**src/rtl/cpu_pkg.sv**
```systemverilog
// cpu_pkg: shared definitions for the fetch/memory-interface stage and the
// blocks that reuse its decoder.
//   - mem_cmd encodings (MEM_NONE / MEM_READ / MEM_WRITE; 2'b11 acts as NONE)
//   - one-hot nsel constants selecting Rn / Rd / Rm
//   - bit positions of the fields inside the 16-bit instruction word
//   - the bus handshake state enum
package cpu_pkg;

  localparam logic [1:0] MEM_NONE  = 2'b00;
  localparam logic [1:0] MEM_READ  = 2'b01;
  localparam logic [1:0] MEM_WRITE = 2'b10;

  localparam logic [2:0] NSEL_RN = 3'b100;
  localparam logic [2:0] NSEL_RD = 3'b010;
  localparam logic [2:0] NSEL_RM = 3'b001;

  // Least significant bit of each multi-bit instruction field
  localparam int IR_OPCODE_LSB = 13;
  localparam int IR_OP_LSB     = 11;
  localparam int IR_RN_LSB     = 8;
  localparam int IR_RD_LSB     = 5;
  localparam int IR_SHIFT_LSB  = 3;
  localparam int IR_RM_LSB     = 0;
  // Sign bits of the two immediates
  localparam int IR_IMM5_MSB   = 4;
  localparam int IR_IMM8_MSB   = 7;

  typedef enum logic [1:0] {
    BUS_IDLE = 2'd0,
    BUS_BUSY = 2'd1,
    BUS_DONE = 2'd2
  } bus_state_t;

endpackage

```
**src/rtl/instr_decoder.sv**
```systemverilog
// instr_decoder: purely combinational split of the instruction register into
// the fields consumed by the control FSM and the datapath, plus the nsel
// register-number mux.
// Ports:
//   i_ir        instruction word
//   i_nsel      one-hot register select (100 Rn, 010 Rd, 001 Rm)
//   o_opcode    IR[15:13]
//   o_op        IR[12:11]
//   o_aluOp     IR[12:11] (same bits, separate consumer)
//   o_shift     IR[4:3]
//   o_readnum   register chosen by i_nsel, 0 when i_nsel is not one-hot
//   o_writenum  same as o_readnum
//   o_sximm5    IR[4:0] sign-extended to DATA_W
//   o_sximm8    IR[7:0] sign-extended to DATA_W
module instr_decoder
  import cpu_pkg::*;
#(
  parameter int DATA_W = 16
) (
  input  logic [DATA_W-1:0] i_ir,
  input  logic [2:0]        i_nsel,
  output logic [2:0]        o_opcode,
  output logic [1:0]        o_op,
  output logic [1:0]        o_aluOp,
  output logic [1:0]        o_shift,
  output logic [2:0]        o_readnum,
  output logic [2:0]        o_writenum,
  output logic [DATA_W-1:0] o_sximm5,
  output logic [DATA_W-1:0] o_sximm8
);

  logic [2:0] w_rn;
  logic [2:0] w_rd;
  logic [2:0] w_rm;
  logic [2:0] w_sel;

  assign o_opcode = i_ir[IR_OPCODE_LSB +: 3];
  assign o_op     = i_ir[IR_OP_LSB +: 2];
  assign o_aluOp  = i_ir[IR_OP_LSB +: 2];
  assign o_shift  = i_ir[IR_SHIFT_LSB +: 2];

  assign w_rn = i_ir[IR_RN_LSB +: 3];
  assign w_rd = i_ir[IR_RD_LSB +: 3];
  assign w_rm = i_ir[IR_RM_LSB +: 3];

  assign o_sximm5 = {{(DATA_W-IR_IMM5_MSB-1){i_ir[IR_IMM5_MSB]}}, i_ir[IR_IMM5_MSB:0]};
  assign o_sximm8 = {{(DATA_W-IR_IMM8_MSB-1){i_ir[IR_IMM8_MSB]}}, i_ir[IR_IMM8_MSB:0]};

  // Register-number mux; anything other than a clean one-hot select picks R0
  always_comb begin
    w_sel = 3'd0;
    case (i_nsel)
      NSEL_RN: w_sel = w_rn;
      NSEL_RD: w_sel = w_rd;
      NSEL_RM: w_sel = w_rm;
      default: w_sel = 3'd0;
    endcase
  end

  assign o_readnum  = w_sel;
  assign o_writenum = w_sel;

endmodule

```
**src/rtl/fetch_unit.sv**
```systemverilog
// fetch_unit: instruction-fetch and memory-interface stage. Holds PC, the
// data-address register DA and the instruction register IR, runs a
// request/ready handshake with a variable-latency memory and raises stall
// while an access is in flight so the control FSM holds its state.
// Ports:
//   clk, reset                 rising-edge clock, asynchronous active-low reset
//   load_pc, reset_pc          PC increment / clear (clear needs load_pc too)
//   load_ir, load_addr         IR <- read buffer, DA <- datapath_out
//   addr_sel                   access address source: 1 = PC, 0 = DA
//   mem_cmd                    00 none, 01 read, 10 write, 11 none
//   nsel                       one-hot register select for readnum/writenum
//   datapath_out               DA source and write data
//   mem_rdata, mem_ready       memory response
//   mem_addr, mem_wdata        address / write data, frozen for the access
//   mem_read, mem_write        strobes, high for the whole access
//   stall                      access in flight
//   pc                         program counter
//   opcode, op, ALUop, shift   decoded IR fields
//   readnum, writenum          register number chosen by nsel
//   sximm5, sximm8             sign-extended immediates
module fetch_unit
  import cpu_pkg::*;
#(
  parameter int PC_W   = 9,
  parameter int DATA_W = 16
) (
  input  logic              clk,
  input  logic              reset,
  input  logic              load_pc,
  input  logic              reset_pc,
  input  logic              load_ir,
  input  logic              load_addr,
  input  logic              addr_sel,
  input  logic [1:0]        mem_cmd,
  input  logic [2:0]        nsel,
  input  logic [DATA_W-1:0] datapath_out,
  input  logic [DATA_W-1:0] mem_rdata,
  input  logic              mem_ready,
  output logic [PC_W-1:0]   mem_addr,
  output logic              mem_read,
  output logic              mem_write,
  output logic [DATA_W-1:0] mem_wdata,
  output logic              stall,
  output logic [PC_W-1:0]   pc,
  output logic [2:0]        opcode,
  output logic [1:0]        op,
  output logic [1:0]        ALUop,
  output logic [1:0]        shift,
  output logic [2:0]        readnum,
  output logic [2:0]        writenum,
  output logic [DATA_W-1:0] sximm5,
  output logic [DATA_W-1:0] sximm8
);

  bus_state_t r_state;
  bus_state_t w_nextState;

  logic [PC_W-1:0]   r_pc;
  logic [PC_W-1:0]   r_da;
  logic [PC_W-1:0]   r_addr;
  logic [DATA_W-1:0] r_ir;
  logic [DATA_W-1:0] r_rdBuf;
  logic [DATA_W-1:0] r_wdata;
  logic              r_isWrite;

  logic w_cmdValid;
  logic w_cmdIsWrite;
  logic w_launch;
  logic w_stall;

  // 2'b11 is deliberately not a valid command, so it behaves like NONE
  assign w_cmdValid   = (mem_cmd == MEM_READ) || (mem_cmd == MEM_WRITE);
  assign w_cmdIsWrite = (mem_cmd == MEM_WRITE);

  // Bus state register
  always_ff @(posedge clk or negedge reset) begin
    if (!reset) begin
      r_state <= BUS_IDLE;
    end else begin
      r_state <= w_nextState;
    end
  end

  // Next-state and Moore outputs. The strobes and stall decode only the state
  // register, so they come straight out of flops and drop the instant reset
  // is asserted. DONE only relaunches when the command changes; holding the
  // completed command keeps the FSM parked so it is not repeated.
  always_comb begin
    w_nextState = r_state;
    w_launch    = 1'b0;
    w_stall     = 1'b0;
    mem_read    = 1'b0;
    mem_write   = 1'b0;
    case (r_state)
      BUS_IDLE: begin
        if (w_cmdValid) begin
          w_nextState = BUS_BUSY;
          w_launch    = 1'b1;
        end
      end
      BUS_BUSY: begin
        w_stall   = 1'b1;
        mem_read  = !r_isWrite;
        mem_write = r_isWrite;
        if (mem_ready) begin
          w_nextState = BUS_DONE;
        end
      end
      BUS_DONE: begin
        if (!w_cmdValid) begin
          w_nextState = BUS_IDLE;
        end else if (w_cmdIsWrite != r_isWrite) begin
          w_nextState = BUS_BUSY;
          w_launch    = 1'b1;
        end
      end
      default: begin
        w_nextState = BUS_IDLE;
      end
    endcase
  end

  // Access capture at launch and read-data capture on completion. Launch
  // samples the PC/DA values from before any update at the same edge.
  always_ff @(posedge clk or negedge reset) begin
    if (!reset) begin
      r_addr    <= '0;
      r_wdata   <= '0;
      r_isWrite <= 1'b0;
      r_rdBuf   <= '0;
    end else begin
      if (w_launch) begin
        r_addr    <= addr_sel ? r_pc : r_da;
        r_wdata   <= datapath_out;
        r_isWrite <= w_cmdIsWrite;
      end
      if ((r_state == BUS_BUSY) && mem_ready && !r_isWrite) begin
        r_rdBuf <= mem_rdata;
      end
    end
  end

  // Architectural registers; all FSM load requests are ignored while stalled
  always_ff @(posedge clk or negedge reset) begin
    if (!reset) begin
      r_pc <= '0;
      r_da <= '0;
      r_ir <= '0;
    end else if (!w_stall) begin
      if (load_pc) begin
        r_pc <= reset_pc ? '0 : r_pc + PC_W'(1);
      end
      if (load_addr) begin
        r_da <= datapath_out[PC_W-1:0];
      end
      if (load_ir) begin
        r_ir <= r_rdBuf;
      end
    end
  end

  assign stall     = w_stall;
  assign mem_addr  = r_addr;
  assign mem_wdata = r_wdata;
  assign pc        = r_pc;

  instr_decoder #(
    .DATA_W(DATA_W)
  ) u_decoder (
    .i_ir      (r_ir),
    .i_nsel    (nsel),
    .o_opcode  (opcode),
    .o_op      (op),
    .o_aluOp   (ALUop),
    .o_shift   (shift),
    .o_readnum (readnum),
    .o_writenum(writenum),
    .o_sximm5  (sximm5),
    .o_sximm8  (sximm8)
  );

endmodule

```
**config.mk**
```make
export PLATFORM = sky130hd
export DESIGN_NAME = fetch_unit
export DESIGN_NICKNAME = d
export VERILOG_FILES = /design/src/rtl/cpu_pkg.sv /design/src/rtl/instr_decoder.sv /design/src/rtl/fetch_unit.sv
export SDC_FILE = /design/constraint.sdc
export NUM_CORES = 1
export LEC_CHECK = 0
export CORE_MARGIN = 2
export CORE_UTILIZATION = 49
export CTS_CLUSTER_DIAMETER = 80
export DETAILED_ROUTE_END_ITERATION = 8
export PLACE_DENSITY = 0.87
export SLEW_MARGIN = 10
export SYNTH_ARGS = -nofsm -noshare
export SYNTH_HDL_FRONTEND = slang
export SYNTH_SLANG_ARGS = --single-unit
export TNS_END_PERCENT = 30
```
**constraint.sdc**
```tcl
create_clock -name clk -period 2.4 [get_ports clk]
set_input_delay 0.48 -clock clk [delete_from_list [all_inputs] [get_ports clk]]
set_output_delay 0.48 -clock clk [all_outputs]
set_load 0.01 [all_outputs]
```
==> summary.txt <==
Placed design
  – DP HPWL: 5.46 mm
  – I/O Buffers: ~130
  – DP Worst Slack: -0.287 ns
  – Global placement routability congestion: 0.764

Layout
  – Final #Nets: 417
  – Post-Route Utilization: 0.683
  – Diode count: 0
  – Layout area overhead: 35.2%
  – Layout cell share with drive strength beyond 1: 0.288

Die
  – DIE AREA: just over 0.008 mm2
  – Num ports: around 130
  – Die X-Extent: a little over 90 um
  – Core Region: 0.00725 mm2
  – Initial Util: 0.505
  – Die Y: around 90 um
  – Row cnt: 31

Power
  – Net Sw Frac: 0.323
  – Internal Power: about 0.0044 W
  – Clk pwr share: 0.146
  – Peak VDD IR: around 630 uV
  – Switching pwr: between 0.002 and 0.0025 W
  – Flop pwr share: 0.376
  – Power per cell area: approximately 1300 mW/mm2
  – Leak: between 2 and 2.5 nW
  – Comb power frac: 0.477

Detailed routing
  – Via-per-instance ratio: ~5.2
  – Vias: 2483
  – Antenna viol nets, final: 0
  – Final wirelength: about 7.6 mm
  – WL/cell: 16.1 um
  – DRT Pass-1 Iters: 5
  – DRC: 0
  – First DRT Iteration DRCs: 47

STA
  – Final period util: 1.07
  – Max Slew Vio Count: 0
  – Fmax: slightly below 400 MHz
  – Hold Violations, Final: 0
  – Unrepaired setup endpoints after global routing: true
  – Setup ws final: -0.159 ns
  – Setup Viol. Count Final: 2
  – Worst-Margin Slew: around 0.54 ns
  – Fin Clk Skew: between 0.008 and 0.009 ns
  – Max_slew headroom: 0.640
  – Final min period: around 2.6 ns

Synth
  – XOR/XNOR share of the synthesized area: 0.00239
  – Syn. warnings: 0
  – Syn avg cell area: 13.2 um2
  – Register bit total from synthesis: 78
  – Seq/Total Area, Yosys: 0.533
  – Compound-cell area share of the yosys netlist: 0.0536
  – Syn Nets: 324
  – Asr flop ratio synth: 1.00
  – Mux cell area share after synthesis: 0.242
  – Main combinational cell family by area after synthesis: multiplexers
  – Top_reg_cell synth: dfrtp_1
  – Share of the synthesized area in the top cell type: 0.533
  – Count of cell types in the netlist: 37
  – Number of synthesized flops with an enable pin: 0
  – Largest area contributor in the netlist: dfrtp_1
  – Top cells by area, synth: dfrtp_1 (53%), mux2_2 (23%), buf_4 (9.2%)
  – Syn Inst Count: between 200 and 300
  – Syn Std Cell Area: around 0.0037 mm2
  – Synth Area in Adders: 0.00683
  – Simple-gate portion of the synthesized area: 0.0499

Run status
  – Failing checks: setup timing
  – Outcome: complete, but fails checks

Global routing
  – GRT overflow: 0
  – First-pass GRT wire length: ~13 mm
  – Overall Global Routing Usage: 0.198
  – Largest net degree at the start of global routing: 43
  – Initial antenna violation count: 0
  – Number of global-route vias before repair: roughly 2600

Clocking
  – Clk sinks: 78
  – Root Buffer: clkbuf_8
  – H-tree lvl count: 3
  – Clock Tree Buf Depth: 2
  – TritonCTS Buffers: 9
  – CTS tree: done
  – Reg clk slew, reported paths: 0.08 ns
  – Number of post-CTS setup repair buffers: 0
  – Cts hold-fix bufs: 0
  – Clk_lat worst skew: 0.34 ns

Setup path
  – WS Path Type: input pin to output port
  – Crit path max-delay family: buffers and inverters
  – CP Data Arrival Time: around 2.1 ns
  – Worst Path Required: 1.92 ns
  – Crit. End Element: output port
  – Most used cell, CP: clkdlybuf4s50_1
  – Critical Path, Cell by Cell: clkdlybuf4s50_1, nor2b_2, a22oi_1, o21ai_1, clkdlybuf4s50_1
  – Critical path's slowest cell: clkdlybuf4s50_1
  – Critical Path Start Type: input pin
  – WP buf/inv: 2
  – Crit path largest cell delay: between 0.5 and 0.6 ns
  – Worst-path fanout max: 3
  – Worst R2R Setup Slack: 0.59 ns

Min path
  – Worst Hold Class: input pin to async pin

Flow run
  – Max Cap Viol: 0
power groups by stage:
stage / registers [W] / logic [W] / clock network (W)
6_report: 0.00243 / 0.00308 / 0.000945
5_1_grt: 0.00253 / 0.00328 / 0.00103
4_1_cts: 0.00243 / 0.00312 / 0.000976
3_5_place_dp: 0.00246 / 0.00311 / 0
3_3_place_gp: 0.00240 / 0.00303 / 0
2_1_floorplan: 0.00246 / 0.00187 / 0
per-layer routing:
layer  vias to the layer above  routed length, um  track usage  share of wire
met4                         0                 90       0.0641          0.012
met2                       118               3690        0.333           0.48
met1                      1228               3220        0.244           0.42
li1                       1128                  -            -              -
met3                         9                645       0.0634          0.084
met5                         -                  0            0              0
sequential cells by signal (all words and copies together), names as in the netlist:
register	flops
mem_wdata	16
r_ir	16
r_rdBuf	16
mem_addr	9
pc	9
r_da	9
r_state	2
r_isWrite	1
stage by stage:
step	hold WS, ns	TNS [ns]	total power [W]	std cells	instance area [um2]
6_report	0.117	-0.305	0.00645	474	4950
5_1_grt	0.143	-0.445	0.00685	474	4950
4_1_cts	0.125	-0.547	0.00653	474	4940
3_5_place_dp	0.486	-1.49	0.00556	458	4750
3_3_place_gp	0.470	-0.949	0.00543	458	4750
2_1_floorplan	0.184	0	0.00433	277	3660
cell usage in the layout (no fill, tap or decap), drive strengths merged, types with 2 or more instances in the layout:
cell type and count:
a22oi 3, a31o 2, buf 8, clkbuf 10
clkdlybuf4s50 122, clkinv 2, clkinvlp 4, dfrtp 78
dlygate4sd2 4, ha 2, inv 4, mux2 77
mux2i 2, nand2 9, nand3 3, nand4 2
nor2 4, nor2b 4, nor3b 2, nor4 2
o211ai 2, o21ai 8, o311ai 3, o31ai 3
or4 3
synth_stat cells, types with 2 or more instances:
master,count
nand2_1,9
buf_4,45
dfrtp_1,78
o31ai_1,3
or4_1,3
nand4_1,2
ha_1,2
o211ai_1,2
inv_1,5
nand3_1,3
nor2b_1,4
nor4_1,2
a22oi_1,3
nor2_1,4
o311ai_1,2
o21ai_0,8
mux2i_1,2
mux2_2,76
buf_6,3
clkbuf_1,3
a31o_2,2
layout make-up:
class / instances / area [um2]
fill: 547 / 2300
multi-input combinational: 141 / 1310
clock inverter: 6 / 62.6
clock buffer: 10 / 128
tap: 99 / 124
sequential: 78 / 1950
timing repair buffer: 135 / 1350
inverter: 5 / 22.5
worst paths after layout:
path | to | cells past startpoint | startpoint
max reg2reg | pc[6] | 4 | r_state[1]
max | writenum[0] | 5 | nsel[2]
min in group clk | mem_wdata[10] | 1 | mem_wdata[10]
max in group asynchronous | r_rdBuf[2] | 2 | reset
min | mem_addr[8] | 1 | reset
min reg2reg | mem_wdata[10] | 1 | mem_wdata[10]
timing repair:
action | in CTS | in global routing
setup endpoints to repair | 8 | 6
pin swaps | 1 | 0
gates resized for setup | 8 | 4
hold endpoints to repair | 0 | 0
logic make-up after synthesis:
kind of cell	Yosys count
AO/OA/AOI/OAI	27
flip-flops	78
adder cells (fa/ha/maj)	2
XOR/XNOR	1
multiplexers	79
AND/OR/NAND/NOR	32
buffers and inverters	58
Note: power is estimated with default switching activity, not from simulation.
